<file path="config.mk">
export PLATFORM = sky130hd
export DESIGN_NAME = pic_host_sequencer
export DESIGN_NICKNAME = d
export VERILOG_FILES = /design/src/rtl/pic_host_pkg.sv /design/src/rtl/pic_strobe_timer.sv /design/src/rtl/pic_host_sequencer.sv
export SDC_FILE = /design/constraint.sdc
export NUM_CORES = 1
export LEC_CHECK = 0
export BUFFER_PORTS_ARGS = -buffer_cell sky130_fd_sc_hd__buf_4
export CAP_MARGIN = 25
export CORE_UTILIZATION = 45
export CTS_BUF_LIST = sky130_fd_sc_hd__clkbuf_16
export DETAILED_ROUTE_END_ITERATION = 6
export PLACE_DENSITY = 0.8
export SYNTH_ARGS = -nofsm -noshare
export SYNTH_HDL_FRONTEND = slang
export SYNTH_SLANG_ARGS = --single-unit
</file>
<file path="constraint.sdc">
create_clock -name clk -period 2.4 [get_ports clk]
set_clock_uncertainty 0.15 [all_clocks]
set_input_delay 0.36 -clock clk [delete_from_list [all_inputs] [get_ports clk]]
set_output_delay 0.36 -clock clk [all_outputs]
set_load 0.01 [all_outputs]
</file>
<file path="src/rtl/pic_host_pkg.sv">
// Shared types and constants for the 8259-style PIC host sequencer.
// Holds the FSM state encoding and the default init/EOI command words.
package pic_host_pkg;

  typedef enum logic [3:0] {
    IDLE,
    WR_SETUP,
    WR_STROBE,
    WR_HOLD,
    READY,
    INTA1,
    INTA_GAP,
    INTA2,
    VEC_WAIT
  } state_t;

  localparam logic [7:0] OCW2_NSEOI   = 8'h20;
  localparam logic [7:0] ICW1_DEFAULT = 8'h13;
  localparam logic [7:0] ICW2_DEFAULT = 8'h20;
  localparam logic [7:0] ICW4_DEFAULT = 8'h01;
  localparam logic [7:0] OCW1_DEFAULT = 8'h00;

endpackage

</file>
<file path="src/rtl/pic_strobe_timer.sv">
// Down-counter that times the width of one low strobe pulse.
// done is high on the final cycle of the pulse; load arms it for CYCLES cycles.
module pic_strobe_timer #(
  parameter int unsigned CYCLES = 2
) (
  input  logic clk,
  input  logic rst_n,
  input  logic load,
  input  logic count,
  output logic done
);

  localparam logic [3:0] LOAD_VAL = 4'(CYCLES - 1);

  logic [3:0] cnt_reg;

  always_ff @(posedge clk or negedge rst_n) begin
    if (!rst_n) begin
      cnt_reg <= 4'd0;
    end else if (load) begin
      cnt_reg <= LOAD_VAL;
    end else if (count && (cnt_reg != 4'd0)) begin
      cnt_reg <= cnt_reg - 4'd1;
    end
  end

  assign done = (cnt_reg == 4'd0);

endmodule

</file>
<file path="src/rtl/pic_host_sequencer.sv">
// Host-side sequencer for an 8259-style PIC: writes the init words, runs the
// two-pulse INTA cycle to fetch a vector, and issues non-specific EOIs.
module pic_host_sequencer
  import pic_host_pkg::*;
#(
  parameter int unsigned STROBE_CYCLES = 2,
  parameter logic [7:0]  ICW1_VAL      = ICW1_DEFAULT,
  parameter logic [7:0]  ICW2_VAL      = ICW2_DEFAULT,
  parameter logic [7:0]  ICW4_VAL      = ICW4_DEFAULT,
  parameter logic [7:0]  OCW1_VAL      = OCW1_DEFAULT
) (
  input  logic       clk,
  input  logic       rst_n,
  input  logic       start,
  output logic       busy,
  output logic       init_done,
  input  logic       eoi_req,
  input  logic       pic_int,
  output logic       pic_cs_n,
  output logic       pic_wr_n,
  output logic       pic_rd_n,
  output logic       pic_inta_n,
  output logic       pic_a0,
  output logic [7:0] pic_d_out,
  output logic       pic_d_oe,
  input  logic [7:0] pic_d_in,
  output logic       vec_valid,
  output logic [7:0] vec_data,
  input  logic       vec_ready
);

  state_t      state_reg, state_next;
  logic [1:0]  rst_sync_reg;
  logic        rst_int_n;
  logic [1:0]  word_reg, word_next;
  logic        eoi_wr_reg, eoi_wr_next;
  logic        eoi_pend_reg, eoi_pend_next;
  logic        init_done_next, a0_next, vec_valid_next;
  logic [7:0]  d_out_next, vec_data_next;
  logic        tmr_load, tmr_count, tmr_done;
  logic        in_write;

  // Reset asserts immediately but releases only after two clean clk edges.
  always_ff @(posedge clk or negedge rst_n) begin
    if (!rst_n) rst_sync_reg <= 2'b00;
    else        rst_sync_reg <= {rst_sync_reg[0], 1'b1};
  end
  assign rst_int_n = rst_sync_reg[1];

  pic_strobe_timer #(.CYCLES(STROBE_CYCLES)) u_timer (
    .clk   (clk),
    .rst_n (rst_int_n),
    .load  (tmr_load),
    .count (tmr_count),
    .done  (tmr_done)
  );

  function automatic logic [8:0] init_word(input logic [1:0] idx);
    case (idx)
      2'd0:    init_word = {1'b0, ICW1_VAL};
      2'd1:    init_word = {1'b1, ICW2_VAL};
      2'd2:    init_word = {1'b1, ICW4_VAL};
      default: init_word = {1'b1, OCW1_VAL};
    endcase
  endfunction

  always_comb begin
    state_next     = state_reg;
    word_next      = word_reg;
    eoi_wr_next    = eoi_wr_reg;
    eoi_pend_next  = eoi_pend_reg | eoi_req;
    init_done_next = init_done;
    a0_next        = pic_a0;
    d_out_next     = pic_d_out;
    vec_valid_next = vec_valid;
    vec_data_next  = vec_data;
    tmr_load       = 1'b0;
    tmr_count      = 1'b0;
    case (state_reg)
      IDLE, READY: begin
        if (start) begin
          state_next             = WR_SETUP;
          word_next              = 2'd0;
          eoi_wr_next            = 1'b0;
          init_done_next         = 1'b0;
          {a0_next, d_out_next}  = init_word(2'd0);
        end else if (state_reg == READY && eoi_pend_reg) begin
          // A new eoi_req on the acceptance cycle is kept as a fresh request.
          state_next    = WR_SETUP;
          eoi_wr_next   = 1'b1;
          eoi_pend_next = eoi_req;
          a0_next       = 1'b0;
          d_out_next    = OCW2_NSEOI;
        end else if (state_reg == READY && init_done && pic_int) begin
          state_next = INTA1;
          tmr_load   = 1'b1;
        end
      end
      WR_SETUP: begin
        state_next = WR_STROBE;
        tmr_load   = 1'b1;
      end
      WR_STROBE: begin
        tmr_count = 1'b1;
        if (tmr_done) state_next = WR_HOLD;
      end
      WR_HOLD: begin
        if (eoi_wr_reg || word_reg == 2'd3) begin
          state_next = READY;
          if (!eoi_wr_reg) init_done_next = 1'b1;
        end else begin
          state_next            = WR_SETUP;
          word_next             = word_reg + 2'd1;
          {a0_next, d_out_next} = init_word(word_reg + 2'd1);
        end
      end
      INTA1: begin
        tmr_count = 1'b1;
        if (tmr_done) state_next = INTA_GAP;
      end
      INTA_GAP: begin
        state_next = INTA2;
        tmr_load   = 1'b1;
      end
      INTA2: begin
        tmr_count = 1'b1;
        if (tmr_done) begin
          state_next     = VEC_WAIT;
          vec_valid_next = 1'b1;
          vec_data_next  = pic_d_in;
        end
      end
      VEC_WAIT: begin
        if (vec_ready) begin
          state_next     = READY;
          vec_valid_next = 1'b0;
        end
      end
      default: state_next = IDLE;
    endcase
  end

  // Strobes are decoded from the next state so they register in step with it.
  assign in_write = (state_next == WR_SETUP) || (state_next == WR_STROBE) ||
                    (state_next == WR_HOLD);

  always_ff @(posedge clk or negedge rst_int_n) begin
    if (!rst_int_n) begin
      state_reg    <= IDLE;
      word_reg     <= 2'd0;
      eoi_wr_reg   <= 1'b0;
      eoi_pend_reg <= 1'b0;
      busy         <= 1'b0;
      init_done    <= 1'b0;
      pic_cs_n     <= 1'b1;
      pic_wr_n     <= 1'b1;
      pic_rd_n     <= 1'b1;
      pic_inta_n   <= 1'b1;
      pic_a0       <= 1'b0;
      pic_d_out    <= 8'h00;
      pic_d_oe     <= 1'b0;
      vec_valid    <= 1'b0;
      vec_data     <= 8'h00;
    end else begin
      state_reg    <= state_next;
      word_reg     <= word_next;
      eoi_wr_reg   <= eoi_wr_next;
      eoi_pend_reg <= eoi_pend_next;
      busy         <= (state_next != IDLE) && (state_next != READY);
      init_done    <= init_done_next;
      pic_cs_n     <= !in_write;
      pic_wr_n     <= (state_next != WR_STROBE);
      pic_rd_n     <= 1'b1;
      pic_inta_n   <= !((state_next == INTA1) || (state_next == INTA2));
      pic_a0       <= a0_next;
      pic_d_out    <= d_out_next;
      pic_d_oe     <= in_write;
      vec_valid    <= vec_valid_next;
      vec_data     <= vec_data_next;
    end
  end

endmodule

</file>
**Word-level counts from Yosys, hierarchy flattened**

Index checks and enable logic that the tools add are counted.
Widths: inputs -> output; s select.

- Input bits: 14
- Memory bits (read-only): 0
- Bits in registers: 38
- RAM bits: 0
- Latch bits: 0
- Memories kept: 0
- Word-level logic and storage cells: 113

- Multiplexer cells: 40
- $mul: 0
- $lt $le $gt $ge: 0
- Shift-type cells: 0
- Div/mod/pow operators: 0
- Eq/ne operators: 25
- Add/subtract/negate cells: 2
- Bitwise logic cells: 1
- Reductions and logical operators: 29

Operators with widths:

| operator | count |
|---|---|
| $mux 4 | 9 |
| $pmux 4 s8 | 1 |
| $pmux 9 s3 | 1 |
| $eq 4x3->1 const B | 6 |
| $mux 8 | 3 |
| $mux 1 | 17 |
| $eq 4x2->1 const B | 4 |
| $pmux 8 s2 | 1 |
| $ne 2x2->1 const B | 6 |
| $reduce_and 3->1 | 3 |
| $eq 4x1->1 const B | 2 |
| $logic_not 4->1 | 2 |
| $pmux 1 s2 | 4 |
| $reduce_bool 2->1 | 4 |
| $reduce_bool 4->1 | 2 |
| $logic_and 1x1->1 | 5 |
| $eq 2x2->1 const B | 2 |
| $eq 4x4->1 const B | 1 |
| $logic_or 1x1->1 | 4 |
| $mux 2 | 2 |
| $ne 4x2->1 const B | 1 |
| $ne 4x3->1 const B | 1 |
| $pmux 2 s2 | 1 |
| $reduce_and 2->1 | 2 |
| 11 further kinds | 13 |

**Depth between registers and ports, before layout**

Gate-level depths: netlist of run 1.

- Depth after elaboration: 11
- Mapped depth: 7
- Depth with buffers taken out: 7

**Hierarchy**

From an unflattened synthesis of run 1, not the netlist that was laid out.

- Cells, all modules: 145
- Area total of the unflattened synthesis: 1646.6 µm²

Modules (own cells, without submodules):

| module | cells an instance | area an instance (µm²) | times used |
|---|---|---|---|
| pic_host_sequencer | 121 | 1400.1 | 1 |
| pic_strobe_timer | 24 | 246.5 | 1 |

**Least setup slack after synthesis of run 1**

Ideal clock, no wire load.

- Path type: register to register
- Start point: reg u_timer.cnt_reg[0]
- End point: reg busy
- Buffers on the path: 0
- Data required time: 2.119 ns
- Arrival: 1.635 ns
- Library setup time: 0.131 ns
- Slack: 0.484 ns
- Cell stages (with the launch flop): 7
- Cell sequence: dfrtp_1 > inv_1 > ha_1 > nor3b_4 > o21ai_0 > mux2_2 > or3_1

- Word-level cells in the longest chain between the ends: 5
- Elaborated cells on any way between the ends: 8

RTL lines:

| element | line | RTL |
|---|---|---|
| start: declaration | pic_strobe_timer.sv:15 | `logic [3:0] cnt_reg;` |
| start signal: assignment | pic_strobe_timer.sv:23 | `cnt_reg <= cnt_reg - 4'd1;` |
| $logic_not 4->1 (*) | pic_strobe_timer.sv:27 | `assign done = (cnt_reg == 4'd0);` |
| $mux 4 (on tied branches) | pic_host_sequencer.sv:127, pic_host_sequencer.sv:105, pic_host_sequencer.sv:119 |  |
| $pmux 4 s8 (*) | pic_host_sequencer.sv:79 | `case (state_reg)` |
| via state_next[1] | pic_host_sequencer.sv:32 | `state_t state_reg, state_next;` |
| $ne 4x3->1 or $reduce_bool 4->1 (tied branches) | pic_host_sequencer.sv:169 | `busy <= (state_next != IDLE) && (state_next != READY);` |
| $logic_and 1x1->1 (*) | pic_host_sequencer.sv:169 |  |
| end signal: assignment | pic_host_sequencer.sv:169 |  |
| end: declaration | pic_host_sequencer.sv:15 | `output logic busy,` |

The timed path passes the listed nets; every way through them passes the cells marked *.
A chain may end at the register's enable or synchronous reset.

**Final worst setup path of run 1**

- Start point: reg state_reg[3]
- End point: reg busy

- Word-level cells in the longest chain between the ends: 9
- Elaborated cells on any way between the ends: 24

RTL lines:

| element | line | RTL |
|---|---|---|
| start: declaration | pic_host_sequencer.sv:32 |  |
| start signal: assignment | pic_host_sequencer.sv:165 | `state_reg <= state_next;` |
| $eq 4x3->1 | pic_host_sequencer.sv:79, pic_host_sequencer.sv:87, pic_host_sequencer.sv:94 |  |
| $logic_and 1x1->1 (2 in series) | pic_host_sequencer.sv:94 | `end else if (state_reg == READY && init_done && pic_int) begin` |
| $mux 4 | pic_host_sequencer.sv:94 |  |
| $mux 4 | pic_host_sequencer.sv:87 | `end else if (state_reg == READY && eoi_pend_reg) begin` |
| $mux 4 | pic_host_sequencer.sv:81 | `if (start) begin` |
| $pmux 4 s8 (*) | pic_host_sequencer.sv:79 |  |
| via state_next[0] | pic_host_sequencer.sv:32 |  |
| $ne 4x3->1 or $reduce_bool 4->1 (tied branches) | pic_host_sequencer.sv:169 |  |
| $logic_and 1x1->1 (*) | pic_host_sequencer.sv:169 |  |

Marked as above.

==> results.json, run 1 <==
{
  "synth_seq_cells": 33,
  "path_class": "flop to flop",
  "path_buf_inv": 1,
  "seq_area_um2": 829.5,
  "finalSetupViolCount": 0,
  "startpoint_type": "flop",
  "worstSkewPairLatency_ps": 270,
  "avgViaCountPerCell": 5.439,
  "ir_drop_v": 0.0007395,
  "cts-buffers-inserted": 5,
  "grt_pass1_vias": 1228,
  "port_buffers": 33,
  "slowest_delay_ps": 610,
  "fillers": 268,
  "clock_sinks": 33,
  "yosysUniqueCellTypes": 53,
  "cts_buffer_depth": 2,
  "die_area_um2": 3968,
  "hpwl_um": 2382,
  "worst_ep_required_time_ps": 2400,
  "grt_usage": 0.1801,
  "drt_wl_total_um": 3268,
  "synth_seq_area_share": 0.4955,
  "hold_viol": 0,
  "post-route-period-util": 0.8613,
  "leakage_nw": 0.9995,
  "status": "finished, final reports clean",
  "routed.top_layer": "met4",
  "r2r-end": "busy",
  "yosys_warnings": 0,
  "power_frac_clock": 0.243,
  "pwr-share-comb": 0.410,
  "hold_path.class": "flop to async pin",
  "core-area_um2": 3442,
  "cp-startpoint": "state_reg[3]",
  "fin_util": 0.6060,
  "initial_core_util": 0.4864,
  "cts_resized": 0,
  "rrSetupSlack_ps": 330,
  "cp_cell_sequence": "and3b_1 > a22oi_2 > o311a_1 > inv_2 > or3_1",
  "cts_tree": "built",
  "multi_input_area_um2": 733.2,
  "ff2ff_path_depth": 5,
  "rows": 21,
  "dominantRegCellSynth": "dfrtp_1",
  "syn_inst": 142,
  "critPathMaxFanout": 14,
  "dr_wl_met3_um": 193,
  "grt_pass1_wl_um": 5437,
  "cts.reportedPaths.clkPinSlew_ps": 50,
  "largest_register_ffs": 8,
  "max_cap_viol_count": 0,
  "dieWidth_um": 63.00,
  "antenna_found_initial": 0,
  "dr.pass1.iters": 5,
  "cts_root_buffer": "clkbuf_16",
  "vias": 1213,
  "slew_headroom": 0.6516,
  "seqPwrFrac": 0.347,
  "netlist_area_um2": 1674,
  "switchingPower_mw": 0.9621,
  "r2r-start": "state_reg[3]",
  "finalCriticalPeriod_ps": 2067,
  "ant_nets": 0,
  "critPathArrivalTime_ps": 2060,
  "htree_levels": 2,
  "synth-edff-count": 0,
  "finalSetupTns_ps": 0,
  "slew_viol_final": 0,
  "syn_area_per_cell_um2": 11.79,
  "grt_max_degree": 32,
  "placed_cell_area_um2": 1913,
  "p_per_area_nw_per_um2": 1355,
  "design_area_um2": 2086,
  "route.met2.wl_um": 1717,
  "switching_share": 0.3403,
  "area_growth_pct": 24.59,
  "antenna-diode-count": 0,
  "die_y_um": 63.00,
  "drc": 0,
  "tightestPinTransition_ps": 515.6,
  "synthArstFlopShare": 1.000,
  "grt_overflow": 0,
  "drive_above_1_share": 0.3955,
  "rsz0062_at_grt": "no",
  "post_drt_wl_per_cell_um": 14.65,
  "pin_count": 39,
  "fin_nets": 194,
  "crit_slowest_cell": "dfrtp_1",
  "critical_path_depth": 5,
  "met1_length_um": 1300,
  "p_int_mw": 1.865,
  "cts_post_setup_buffers_inserted": 0,
  "first_iter_violations": 34,
  "cp_top_family": "flip-flops",
  "gp_congestion": 0.8865,
  "clock.fmax_mhz": 483.8,
  "endpoint_kind": "flop"
}
[worst max-delay path by stage]
stage	to	slack, ps
final	busy	330
after floorplan	busy	480
after detailed placement	busy	340
after global routing	busy	220
after CTS	busy	330
after global placement	u_timer.cnt_reg[1]	420
[routing by layer]
layer	GRT usage	vias to the layer above
met2	0.2957	57
met3	0.06387	8
met4	0.08721	0
li1	-	558
met5	0	-
met1	0.2065	590
[cell usage in the layout, fill, tap and decap left out, types with 5 or more instances in the layout]
cell type  Yosys  final
mux2_2        11     11
nor2_1         6      6
inv_1          9     10
o21ai_0        7      7
dfrtp_1       30     30
clkbuf_16      0      5
buf_4          7     34
a21oi_1        6      6
conb_1         2      6
[kinds of logic after synthesis]
logic type               synth area share
AND/OR/NAND/NOR                    0.1510
flip-flops                         0.4955
AO/OA/AOI/OAI                      0.1495
buffers and inverters             0.07548
multiplexers                      0.08894
adder cells (fa/ha/maj)           0.02990
other                            0.004486
XOR/XNOR                         0.005233
[stage by stage]
| stage | hold WS [ps] | instances | setup slack, ps | power [mW] |
|---|---|---|---|---|
| 4_1_cts | 120.2 | 223 | 332.3 | 2.846 |
| 3_5_place_dp | -5.643 | 214 | 340.2 | 2.139 |
| 3_3_place_gp | -7.886 | 214 | 421.5 | 2.059 |
| 6_report | 98.88 | 223 | 332.9 | 2.827 |
| 5_1_grt | 140.3 | 223 | 224.6 | 3.007 |
| 2_1_floorplan | -85.59 | 146 | 483.6 | 1.780 |
[timing repair]
action,4_1_cts,5_1_grt
endpoints found under the setup margin,0,0
hold buffers,1,0
endpoints found under the hold margin,2,0
[power groups by stage]
stage	logic, mW	clock network (mW)	registers, mW
detailed placement	1.16	0	0.984
global placement	1.09	0	0.967
global route	1.26	0.736	1.01
finish	1.16	0.687	0.980
floorplan	0.801	0	0.979
CTS	1.17	0.701	0.978
[cell usage after synthesis (all sizes together) (2+ instances only)]
cell type  number  area share
a21bo           2       0.012
a21oi           6       0.018
a22o            2       0.010
and2            2      0.0090
buf            11       0.051
conb            2      0.0045
dfrtp          30        0.45
dfstp           3       0.047
ha              4       0.030
inv            10       0.022
mux2           12       0.083
nand2           4      0.0090
nand2b          2      0.0075
nand3b          3       0.013
nor2            6       0.013
nor3            4       0.015
nor4bb          2       0.012
o21ai           7       0.021
o21bai          2       0.016
o22a            2       0.011
or3             2      0.0075
[area by class of cell]
| class | count | share of cell area |
|---|---|---|
| Clock buffer | 5 | 0.05999 |
| Clock inverter | 3 | 0.01800 |
| Inverter | 10 | 0.01800 |
| Multi-Input combinational cell | 91 | 0.3515 |
| Sequential cell | 33 | 0.3977 |
| Tap cell | 46 | 0.02759 |
| Timing Repair Buffer | 35 | 0.1272 |
Note: power is estimated with default switching activity, not from simulation.
==> run 2, diff against run 1 <==
Settings changed: CORE_ASPECT_RATIO set to 0.6, PLACE_DENSITY 0.8 to 0.71.
==> run 2 against run 1 <==
Effect of this change: via count up 1.5%; sequential power about the same; sequential share of layout area down 0.45 points; hold slack better by 43 ps; non-clock buffer count up 3; clock power up 3.1%; first-iteration DRC count up 120%; highest routed layer unchanged; worst setup slack worse by 21 ps; core utilization up 1.4 points; die area up 0.19%; combinational power about the same.
==> results.json, run 2 (synthesis gave the netlist of run 1 again) <==
{
  "gp_congestion": 0.8508,
  "hold_viol": 0,
  "layoutNonFillerInstCount": 225,
  "status": "finished, final reports clean",
  "final_common_cell": "buf_4",
  "whs_ps": 141.4,
  "r2r-end": "busy",
  "ir_drop_v": 0.0006263,
  "startpoint_type": "flop",
  "max_cap_viol_count": 0,
  "grt_usage": 0.2049,
  "pin_count": 39,
  "cts_post_setup_buffers_inserted": 0,
  "rsz0062_at_grt": "no",
  "hold_path.startpoint": "eoi_req",
  "dieWidth_um": 80.74,
  "min_to": "eoi_pend_reg",
  "first_iter_violations": 74,
  "area_growth_pct": 26.01,
  "critical_path_depth": 6,
  "post-route-period-util": 0.8702,
  "cp_cell_sequence": "inv_1 > ha_1 > nor3b_4 > o21ai_0 > mux2_2 > or3_1",
  "leakage_nw": 1.014,
  "cts.reportedPaths.clkPinSlew_ps": 50,
  "rrSetupSlack_ps": 310,
  "critPathMaxFanout": 5,
  "p_per_area_nw_per_um2": 1363,
  "grt_max_degree": 25,
  "worst_slack_ps": 311.4,
  "power_frac_clock": 0.246,
  "cts_tree": "built",
  "drc": 0,
  "seqPwrFrac": 0.342,
  "cts_root_buffer": "clkbuf_16",
  "path_buf_inv": 1,
  "fin_nets": 197,
  "cts_buffer_depth": 2,
  "pre_cts_ws_ps": 317.1,
  "cp_top_family": "simple AND/OR/NAND/NOR gates",
  "vias": 1231,
  "endpoint_kind": "flop",
  "p_int_mw": 1.878,
  "grt_pass1_vias": 1163,
  "hold_path.class": "input pin to flop",
  "post_drt_wl_per_cell_um": 15.92,
  "avgViaCountPerCell": 5.471,
  "dr.pass1.iters": 4,
  "worst_ep_required_time_ps": 2400,
  "crit_slowest_cell": "dfrtp_1",
  "clock_sinks": 33,
  "slew_viol_final": 0,
  "path_class": "flop to flop",
  "critPathArrivalTime_ps": 2090,
  "pwr-share-comb": 0.412,
  "grt_overflow": 0,
  "core-area_um2": 3403,
  "rows": 16,
  "antenna_found_initial": 0,
  "initial_core_util": 0.4919,
  "finalCriticalPeriod_ps": 2089,
  "grt_pass1_wl_um": 5816,
  "htree_levels": 2,
  "layout_common_cells": "buf_4 (36), dfrtp_1 (30), mux2_2 (11)",
  "ant_nets": 0,
  "switchingPower_mw": 0.9965,
  "switching_share": 0.3467,
  "holdPathStages": 2,
  "slowest_delay_ps": 400,
  "antenna-diode-count": 0,
  "clock.fmax_mhz": 478.8,
  "cts_hold_buf": 2,
  "finalSetupTns_ps": 0,
  "drt_wl_total_um": 3583,
  "die_area_um2": 3976,
  "largest_register_ffs": 8,
  "dp_cells": 215,
  "drive_above_1_share": 0.4000,
  "hpwl_um": 2609,
  "cts_resized": 0,
  "cts-buffers-inserted": 5,
  "worstSkewPairLatency_ps": 280,
  "finalSetupViolCount": 0,
  "ff2ff_path_depth": 6,
  "r2r-start": "u_timer.cnt_reg[0]",
  "die_y_um": 49.25,
  "port_buffers": 33
}
[run 2: cell count changes in the layout (fill, tap and decap cells not counted), sizes merged]
| cell | change |
|---|---|
| dlygate4sd3 | +1 |
| buf | +2 |
[run 2: area by class of cell]
type,instances,area [um^2]
inverter,10,37.54
fill,273,1294
timing repair buffer,38,290.3
multi-input combinational,91,733.2
clock buffer,5,125.1
sequential,33,829.5
clock inverter,3,37.54
tap,45,56.30
[run 2: per-layer routing]
| layer | global-route usage | routed length (um) |
|---|---|---|
| met1 | 0.2647 | 1592 |
| met2 | 0.3249 | 1749 |
| met3 | 0.06355 | 202 |
| met4 | 0.07143 | 38 |
| met5 | 0 | 0 |
[run 2: metrics by stage]
| step | power (mW) | util | cell area [um^2] |
|---|---|---|---|
| detailed placement | 2.154 | 0.5662 | 1927 |
| finish | 2.875 | 0.6199 | 2110 |
| global placement | 2.100 | 0.5662 | 1927 |
| global route | 3.037 | 0.6199 | 2110 |
| floorplan | 1.780 | - | 1689 |
| CTS | 2.883 | 0.6199 | 2110 |
[run 2: power groups by stage]
stage	Sequential (mW)	Clock [mW]	Combinational [mW]
global route	1.01	0.738	1.29
detailed placement	0.986	0	1.17
finish	0.982	0.708	1.18
global placement	0.969	0	1.13
floorplan	0.979	0	0.801
CTS	0.981	0.717	1.19
[run 2: how the worst max path moves through the flow]
stage	from	endpoint	slack, ps
2_1_floorplan	u_timer.cnt_reg[0]	busy	480
3_3_place_gp	u_timer.cnt_reg[0]	busy	380
3_5_place_dp	u_timer.cnt_reg[0]	busy	320
4_1_cts	u_timer.cnt_reg[0]	busy	300
5_1_grt	u_timer.cnt_reg[0]	busy	190
6_report	u_timer.cnt_reg[0]	busy	310
==> run 3, diff against run 2 <==
Settings changed: CORE_ASPECT_RATIO 0.6 to 1.5.
==> run 3 against run 2 <==
Effect of this change: flip-flop and latch count unchanged; critical endpoint unchanged; largest power group unchanged; non-clock buffer count down 1; highest routed layer unchanged; sequential power down 0.6%; cell count down 1.8%.
==> results.json, run 3 (synthesis gave the netlist of run 1 again) <==
{
  "status": "finished, final reports clean",
  "largest_register_ffs": 8,
  "ff2ff_path_depth": 5,
  "cts-buffers-inserted": 5,
  "max_cap_viol_count": 0,
  "dr.pass1.iters": 4,
  "leakage_nw": 0.9960,
  "cts_hold_buf": 1,
  "power.total_mw": 2.740,
  "slew_headroom": 0.5016,
  "area_growth_pct": 23.84,
  "post-route-period-util": 0.8719,
  "fillers": 274,
  "fin_nets": 196,
  "hold_path.startpoint": "eoi_req",
  "crit_slowest_cell": "dfrtp_1",
  "clock_sinks": 33,
  "cp-startpoint": "state_reg[2]",
  "dieWidth_um": 51.80,
  "hold_path.class": "input pin to flop",
  "cts_root_buffer": "clkbuf_16",
  "cts_post_setup_buffers_inserted": 0,
  "hold_viol": 0,
  "initial_core_util": 0.4809,
  "drive_above_1_share": 0.4022,
  "post_drt_wl_per_cell_um": 15.30,
  "ir_drop_v": 0.0009586,
  "antenna_found_initial": 0,
  "path_class": "flop to flop",
  "finalCriticalPeriod_ps": 2092,
  "core-area_um2": 3481,
  "die_y_um": 76.70,
  "die_area_um2": 3973,
  "pin_count": 39,
  "drt_wl_total_um": 3382,
  "critPathArrivalTime_ps": 2090,
  "grt_max_degree": 20,
  "avgViaCountPerCell": 5.425,
  "drc": 0,
  "cts_tree": "built",
  "critical_path_depth": 5,
  "grt_overflow": 0,
  "final_common_cell": "buf_4",
  "ant_nets": 0,
  "gp_congestion": 0.9313,
  "tightestPinTransition_ps": 747.6,
  "vias": 1199,
  "path_buf_inv": 1,
  "pre_cts_ws_ps": 333.2,
  "hpwl_um": 2531,
  "worst_ep_required_time_ps": 2400,
  "rows": 26,
  "worstSkewPairLatency_ps": 280,
  "p_per_area_nw_per_um2": 1322,
  "antenna-diode-count": 0,
  "first_iter_violations": 18,
  "r2r-start": "state_reg[2]",
  "grt_usage": 0.2027,
  "holdPathStages": 2,
  "multi_input_area_um2": 733.2,
  "cts.reportedPaths.clkPinSlew_ps": 50,
  "clock.fmax_mhz": 477.9,
  "startpoint_type": "flop",
  "cts_resized": 0,
  "worst_slack_ps": 307.5,
  "layout_common_cells": "buf_4 (36), dfrtp_1 (30), mux2_2 (11)",
  "cp_top_family": "compound AO/OA/AOI/OAI gates",
  "slew_viol_final": 0,
  "htree_levels": 2,
  "finalSetupTns_ps": 0,
  "cp_cell_sequence": "nor3_1 > a22oi_2 > o311a_1 > inv_2 > or3_1",
  "slowest_delay_ps": 600,
  "rsz0062_at_grt": "no",
  "port_buffers": 33,
  "grt_pass1_vias": 1279,
  "finalSetupViolCount": 0,
  "cts_buffer_depth": 2,
  "endpoint_kind": "flop",
  "grt_pass1_wl_um": 5733,
  "critPathMaxFanout": 16,
  "seq_area_um2": 829.5
}
==> run 3: changes by cell type in the layout (fill, tap and decap cells not counted) <==
cell and change:
clkinvlp_4 +1, dlygate4sd3_1 -1, bufinv_16 -1
==> run 3: path summary, 6_finish.rpt <==
path                           endpoint  slack [ps]
setup / recovery                   busy         310
hold / removal             eoi_pend_reg         130
setup reg to reg                   busy         310
hold reg to reg             vec_data[5]         160
max in group asynchronous  pic_d_out[4]        1280
min in group asynchronous   vec_data[5]         160
==> run 3: worst reg2reg max path, delay by kind of cell (launching register included) <==
kind / cells / cell delay (ps)
AND/OR/NAND/NOR: 2 / 500
AO/OA/AOI/OAI: 2 / 650
buffers and inverters: 1 / 70
flip-flops: 1 / 600
==> run 3: per-stage QoR <==
stage,instances,instance area [um^2],util,hold slack (ps)
after floorplan,146,1689,-,-85.59
after global placement,212,1923,0.5525,-7.892
after detailed placement,212,1923,0.5525,-7.041
after CTS,221,2073,0.5956,127.4
after global routing,221,2073,0.5956,127.1
final,221,2073,0.5956,126.9
==> run 3: layer usage <==
metal | vias to the layer above | global-route usage | wire length, um
li1 | 562 | - | -
met1 | 585 | 0.2100 | 1243
met2 | 43 | 0.3364 | 1843
met3 | 9 | 0.06548 | 170
met4 | 0 | 0.1324 | 124
met5 | - | 0 | 0
==> run 3: final cells by class <==
| cell class | instances | area share |
|---|---|---|
| Clock buffer | 5 | 0.06035 |
| Sequential cell | 33 | 0.4001 |
| Tap cell | 42 | 0.02535 |
| Timing Repair Buffer | 37 | 0.1352 |
| Inverter | 10 | 0.01810 |
| Multi-Input combinational cell | 91 | 0.3537 |
| Clock inverter | 3 | 0.007242 |
==> run 3: report_power, final <==
| part | internal [mW] | total, mW | switching [mW] | leakage, nW |
|---|---|---|---|---|
| logic | 0.616 | 1.16 | 0.548 | 0.518 |
| registers | 0.779 | 0.976 | 0.196 | 0.410 |
| clock network | 0.376 | 0.601 | 0.225 | 0.0687 |
